## src/rtl/abs_sort_pkg.sv

```systemverilog
// Shared types and helpers for the streaming magnitude sorter.
package abs_sort_pkg;

   typedef enum logic {S_FILL, S_DRAIN} sort_state_e;

   // Counter width able to hold every value 0..depth inclusive.
   function automatic int cnt_width(input int depth);
      return $clog2(depth + 1);
   endfunction

endpackage

```

## src/rtl/abs_bigger_equal.sv

```systemverilog
// Magnitude comparator: ge_o = |a| >= |b| for minifloat or sign-magnitude values.
// The caller passes only the magnitude bits {exp, mant}, so the sign never reaches
// the compare. Because the exponent sits above the mantissa, a single unsigned compare
// of the concatenation is the same as comparing the exponent first and then the
// mantissa. With EXP_WIDTH_I=0 the field holds only the mantissa.
module abs_bigger_equal #(
   parameter int EXP_WIDTH_I  = 5,
   parameter int MANT_WIDTH_I = 2,
   localparam int MAG_W       = EXP_WIDTH_I + MANT_WIDTH_I
) (
   input  logic [MAG_W-1:0] a_mag_i,
   input  logic [MAG_W-1:0] b_mag_i,
   output logic             ge_o
);

   assign ge_o = (a_mag_i >= b_mag_i);

endmodule

```

## src/rtl/abs_sort_stream.sv

```systemverilog
// Streaming magnitude sorter: collects a batch of up to DEPTH elements, keeping
// them sorted by descending magnitude on every insert, then drains the batch
// largest-first. Equal magnitudes keep their arrival order.
module abs_sort_stream
   import abs_sort_pkg::*;
#(
   parameter int EXP_WIDTH_I  = 5,
   parameter int MANT_WIDTH_I = 2,
   parameter int DEPTH        = 8,
   localparam int BIT_WIDTH_I = 1 + EXP_WIDTH_I + MANT_WIDTH_I
) (
   input  logic                   clk_i,
   input  logic                   rst_ni,
   input  logic                   in_valid_i,
   output logic                   in_ready_o,
   input  logic [BIT_WIDTH_I-1:0] in_data_i,
   input  logic                   in_last_i,
   output logic                   out_valid_o,
   input  logic                   out_ready_i,
   output logic [BIT_WIDTH_I-1:0] out_data_o,
   output logic                   out_last_o
);

   localparam int CNT_W = cnt_width(DEPTH);
   localparam int MAG_W = BIT_WIDTH_I - 1;

   sort_state_e            state_reg;
   logic [CNT_W-1:0]       count_reg;
   logic                   in_ready_reg;
   logic                   out_valid_reg;
   logic                   out_last_reg;

   logic [BIT_WIDTH_I-1:0] buf_reg   [DEPTH];
   logic [BIT_WIDTH_I-1:0] buf_next  [DEPTH];
   logic [BIT_WIDTH_I-1:0] buf_shift [DEPTH];

   logic [DEPTH-1:0]       ge;
   logic [DEPTH-1:0]       ge_masked;
   logic [CNT_W-1:0]       pos;

   logic                   accept;
   logic                   pop;

   assign accept = in_valid_i && (state_reg == S_FILL);
   assign pop    = out_ready_i && (state_reg == S_DRAIN);

   // One comparator per slot, all in parallel. Only occupied slots take part, so
   // with a sorted buffer the masked vector is a thermometer code.
   generate
      for (genvar gi = 0; gi < DEPTH; gi++) begin : g_slot
         abs_bigger_equal #(
            .EXP_WIDTH_I  (EXP_WIDTH_I),
            .MANT_WIDTH_I (MANT_WIDTH_I)
         ) u_cmp (
            .a_mag_i (buf_reg[gi][MAG_W-1:0]),
            .b_mag_i (in_data_i[MAG_W-1:0]),
            .ge_o    (ge[gi])
         );

         assign ge_masked[gi] = ge[gi] && (CNT_W'(gi) < count_reg);

         // Insert: keep slots ahead of the insertion point, load the new element at
         // it, and move everything behind it up by one slot.
         if (gi == 0) begin : g_first
            assign buf_next[gi] = (pos == '0) ? in_data_i : buf_reg[gi];
         end else begin : g_rest
            assign buf_next[gi] = (CNT_W'(gi) < pos)  ? buf_reg[gi]  :
                                  (CNT_W'(gi) == pos) ? in_data_i    :
                                                        buf_reg[gi-1];
         end

         // Pop: everything moves down by one, the top slot empties.
         if (gi == DEPTH - 1) begin : g_top
            assign buf_shift[gi] = '0;
         end else begin : g_below
            assign buf_shift[gi] = buf_reg[gi+1];
         end
      end
   endgenerate

   // Insertion point = number of occupied entries with magnitude >= the new one.
   always_comb begin
      pos = '0;
      for (int i = 0; i < DEPTH; i++) begin
         pos = pos + CNT_W'(ge_masked[i]);
      end
   end

   // Element storage: cleared on reset, shifted on insert or pop.
   always_ff @(posedge clk_i or negedge rst_ni) begin
      if (!rst_ni) begin
         for (int i = 0; i < DEPTH; i++) begin
            buf_reg[i] <= '0;
         end
      end else if (accept) begin
         for (int i = 0; i < DEPTH; i++) begin
            buf_reg[i] <= buf_next[i];
         end
      end else if (pop) begin
         for (int i = 0; i < DEPTH; i++) begin
            buf_reg[i] <= buf_shift[i];
         end
      end
   end

   // Fill/drain FSM with occupancy count and registered handshake flags.
   always_ff @(posedge clk_i or negedge rst_ni) begin
      if (!rst_ni) begin
         state_reg     <= S_FILL;
         count_reg     <= '0;
         in_ready_reg  <= 1'b1;
         out_valid_reg <= 1'b0;
         out_last_reg  <= 1'b0;
      end else begin
         case (state_reg)
            S_FILL: begin
               if (in_valid_i) begin
                  count_reg <= count_reg + CNT_W'(1);
                  // Batch closes on an explicit last or when the buffer becomes full.
                  if (in_last_i || (count_reg == CNT_W'(DEPTH - 1))) begin
                     state_reg     <= S_DRAIN;
                     in_ready_reg  <= 1'b0;
                     out_valid_reg <= 1'b1;
                     out_last_reg  <= (count_reg == '0);
                  end
               end
            end
            S_DRAIN: begin
               if (out_ready_i) begin
                  count_reg <= count_reg - CNT_W'(1);
                  if (count_reg == CNT_W'(1)) begin
                     state_reg     <= S_FILL;
                     in_ready_reg  <= 1'b1;
                     out_valid_reg <= 1'b0;
                     out_last_reg  <= 1'b0;
                  end else begin
                     out_last_reg  <= (count_reg == CNT_W'(2));
                  end
               end
            end
            default: begin
               state_reg <= S_FILL;
            end
         endcase
      end
   end

   assign in_ready_o  = in_ready_reg;
   assign out_valid_o = out_valid_reg;
   assign out_data_o  = buf_reg[0];
   assign out_last_o  = out_last_reg;

endmodule

```

## config.mk

```make
export PLATFORM = sky130hd
export DESIGN_NAME = abs_sort_stream
export DESIGN_NICKNAME = d
export VERILOG_FILES = /design/src/rtl/abs_sort_pkg.sv /design/src/rtl/abs_bigger_equal.sv /design/src/rtl/abs_sort_stream.sv
export SDC_FILE = /design/constraint.sdc
export NUM_CORES = 1
export LEC_CHECK = 0
export ABC_AREA = 0
export CAP_MARGIN = 25
export CORE_MARGIN = 2
export CORE_UTILIZATION = 45
export DETAILED_ROUTE_END_ITERATION = 8
export GPL_TIMING_DRIVEN = 1
export PLACE_DENSITY = 0.63
export SYNTH_ARGS = -nofsm -noshare
export SYNTH_HDL_FRONTEND = slang
export SYNTH_SLANG_ARGS = --single-unit
export TNS_END_PERCENT = 30
```

## constraint.sdc

```tcl
create_clock -name clk_i -period 6 [get_ports clk_i]
set_clock_uncertainty 0.15 [all_clocks]
set_input_delay 1.2 -clock clk_i [delete_from_list [all_inputs] [get_ports clk_i]]
set_output_delay 1.2 -clock clk_i [all_outputs]
set_load 0.02 [all_outputs]
```

==> impl_metrics.toml <==
[layout]
largest_reg_flops = 56
multi_input_area_um2 = 3406
nets = 711
layout.cells.non_filler = 778
drive_gt1_share_pct = 18.74
fill_cells = 990
antennaDiodeCount = 0
final_common_cell = "dfrtp_1"
seqCellArea_um2 = 1803
area_growth_pct = 23.91
layout_common_cells = "71 x dfrtp_1, 60 x ha_1, 52 x buf_4"

[worst_setup_path]
cpPeakStageDelay_ns = 0.54
crit_required_ns = 6.10
worstPathArrival_ns = 5.92
critPathTopFamily = "adder cells"
rrSetupSlack_ns = 1.01
end_kind = "flip-flop"
rr_worst_depth = 19
cp-start-kind = "input port"
cpMostUsedCell = "fa_1"
rr_endpoint = "buf_reg[24]"
critPathKind = "in2reg"
cp_max_fo = 8
path_cells = "clkdlybuf4s50_1 -> inv_2 -> ha_1 -> a21o_1 -> a211oi_1 -> o21ai_1 -> o211ai_1 -> fa_1 -> fa_1 -> fa_1 -> inv_1 -> ha_2 -> fa_2 -> buf_4 -> and2b_1 -> a21oi_2 -> nor4_4 -> a22oi_1 -> o211ai_1"
crit_slowest_cell = "fa_1"
crit-reg2reg-launch = "out_data_o[0]"
cp_num_buf_inv = 4

[route]
firstDrtPassIters = 9
via_per_inst = 5.851
wl_per_cell_um = 19.06
dr.first_iter.drc_count = 260
drtAntennaViolNets = 0
route.detailed.drc = 2
num_vias = 4552
routed_wirelength_um = 14830

[flow_run]
drv_cap = 0

[sta]
tightest_slew_ns = 0.8434
timing.fmax_mhz = 171.9
worst_slack_ns = 0.1838
setup_viol = 0
min_period_over_period_pct = 96.94
period_needed_ns = 5.816
hold_violations = 0
maxSlewViolCount = 0
whs_ns = 0.3443
rsz0062_at_grt = "false"
relSlewSlack_pct = 43.77

[global_route]
grt_pass1_vias = 4776
grt_pass1_wl_um = 24670
grt_overflow = 0
antenna_found_initial = 0
grt_max_degree = 73
groute.usage.overall_pct = 24.35

[power]
power.density_nw_per_um2 = 617.6
ir_drop_mv = 0.3938
p_leak_uw = 0.003227

[yosys]
postSynthAreaPerCell_um2 = 9.319
synth_nets = 655
synth_area_um2 = 5349
synth_cells = 574
synth_edf_count = 0
yosysWarnings = 0
ys_types = 54
synth-async-reset-ratio_pct = 100.0
ys_seq_elements = 72
synth-main-ff-cell = "dfrtp_1"
seq_area_frac_synth_pct = 33.71

[placed_design]
io_buffers = 23
gp_congestion = 0.8831
post-place-cells = 756
dpl.hpwl_um = 10740
dp_slack_ns = -0.6298

[floorplan]
coreArea_um2 = 11520
row_count = 39
die_area_um2 = 12770
pin_count = 24
die_x_um = 113.0
start_util_pct = 46.45
die_h_um = 113.0

[run_status]
violations = "DRC"
status = "complete, but fails checks"

[min_path]
hp-class = "reg2reg"
hold_depth = 2
min-delay-start = "buf_reg[8]"
min_to = "buf_reg[8]"

[clock_tree]
clock_path_buffers = 2
tritoncts = "done"
cts_num_sinks = 72
cts.clk_slew.worst_paths_ns = 0.06
cts_root_buffer = "clkbuf_16"
hold_buffers = 0
cts-htree-levels = 3
clock_latency_ns = 0.35
cts_buffers = 9
-- per-stage QoR --
step	area (µm²)	TNS [ns]	total power (µW)	utilization, %
6_report	6628	0	4093	57.55
5_1_grt	6628	0	4406	57.55
4_1_cts	6431	-0.01387	3994	55.85
3_5_place_dp	6043	-32.60	3311	52.48
3_3_place_gp	6016	-27.07	3231	52.24
2_1_floorplan	5363	-0.5590	2408	-
-- worst max path at each step --
stage | startpoint | to | slack [ns] | cells past startpoint
after floorplan | in_data_i[4] | buf_reg[32] | -0.04 | 18
final | in_data_i[3] | buf_reg[24] | 0.18 | 19
after global placement | in_data_i[0] | buf_reg[46] | -0.48 | 19
after detailed placement | in_data_i[0] | buf_reg[24] | -0.63 | 18
after CTS | in_data_i[4] | out_data_o[0] | -0.01 | 19
after global routing | in_data_i[3] | buf_reg[14] | 0.01 | 20
-- where the power goes --
part           internal [µW]  switching, µW  leakage (µW)
Clock                    386            221      0.000165
Combinational           1210           1350       0.00213
Sequential               689            234      0.000929
Total                   2290           1810       0.00323
-- area by class of cell --
type / instances / share of cell area, %
multi-input combinational: 439 / 51.39
sequential: 72 / 27.20
timing repair buffer: 84 / 12.27
clock buffer: 11 / 3.813
tap: 143 / 2.700
inverter: 24 / 1.435
clock inverter: 5 / 1.189
-- cell usage after synthesis (5+ instances only) --
master	number	area [µm²]
nor2_1	24	90.09
a21o_1	16	120.1
buf_4	11	82.58
a211oi_1	8	60.06
buf_2	5	25.02
inv_1	24	90.09
and3_1	22	137.6
nand3_1	31	155.2
a221o_1	7	70.07
nand2b_1	11	68.82
clkbuf_1	19	71.32
o21ai_0	50	250.2
o211ai_1	15	112.6
mux2i_1	39	390.4
ha_1	64	800.8
a222oi_1	8	80.08
dfrtp_1	71	1777
a21oi_1	46	230.2
nand2_1	45	168.9
nor2b_1	6	37.54
-- worst register-to-register path, cell delays in order (launching register included) --
cell and delay (ns):
dfrtp_1 0.39, inv_1 0.10, ha_1 0.24, nand2b_1 0.15, a21o_1 0.19, a21oi_2 0.15, o21ai_1 0.10, o211ai_1 0.12
fa_1 0.48, fa_1 0.52, fa_1 0.54, inv_1 0.04, ha_2 0.19, fa_2 0.42, buf_4 0.17, and2b_1 0.20
a21oi_2 0.09, nor4_4 0.42, a22oi_1 0.13, o211ai_1 0.12
-- layer usage --
| metal | routed length, µm | part of all wire (%) | global-route usage (%) |
|---|---|---|---|
| met1 | 6641 | 45 | 30.74 |
| met2 | 7371 | 50 | 41.76 |
| met3 | 478 | 3.2 | 3.749 |
| met4 | 340 | 2.3 | 10.00 |
| met5 | 0 | 0 | 0 |
-- timing repair --
| item | 4_1_cts | 5_1_grt |
|---|---|---|
| resized for setup | 9 | 35 |
| gates cloned | 0 | 0 |
| endpoints found under the setup margin | 64 | 64 |
| setup buffers | 3 | 1 |
| pin swaps | 4 | 16 |
-- logic make-up after synthesis --
kind of cell | count (synthesis) | share of synthesized area, %
buffers and inverters | 63 | 5.591
AOI/OAI and AO/OA | 174 | 21.50
xor gates and xnor gates | 5 | 1.100
muxes | 39 | 7.298
DFF | 72 | 33.71
and+or+nand+nor | 153 | 14.34
adders and majority gates | 68 | 16.47
(Power assumes the default switching activity.)
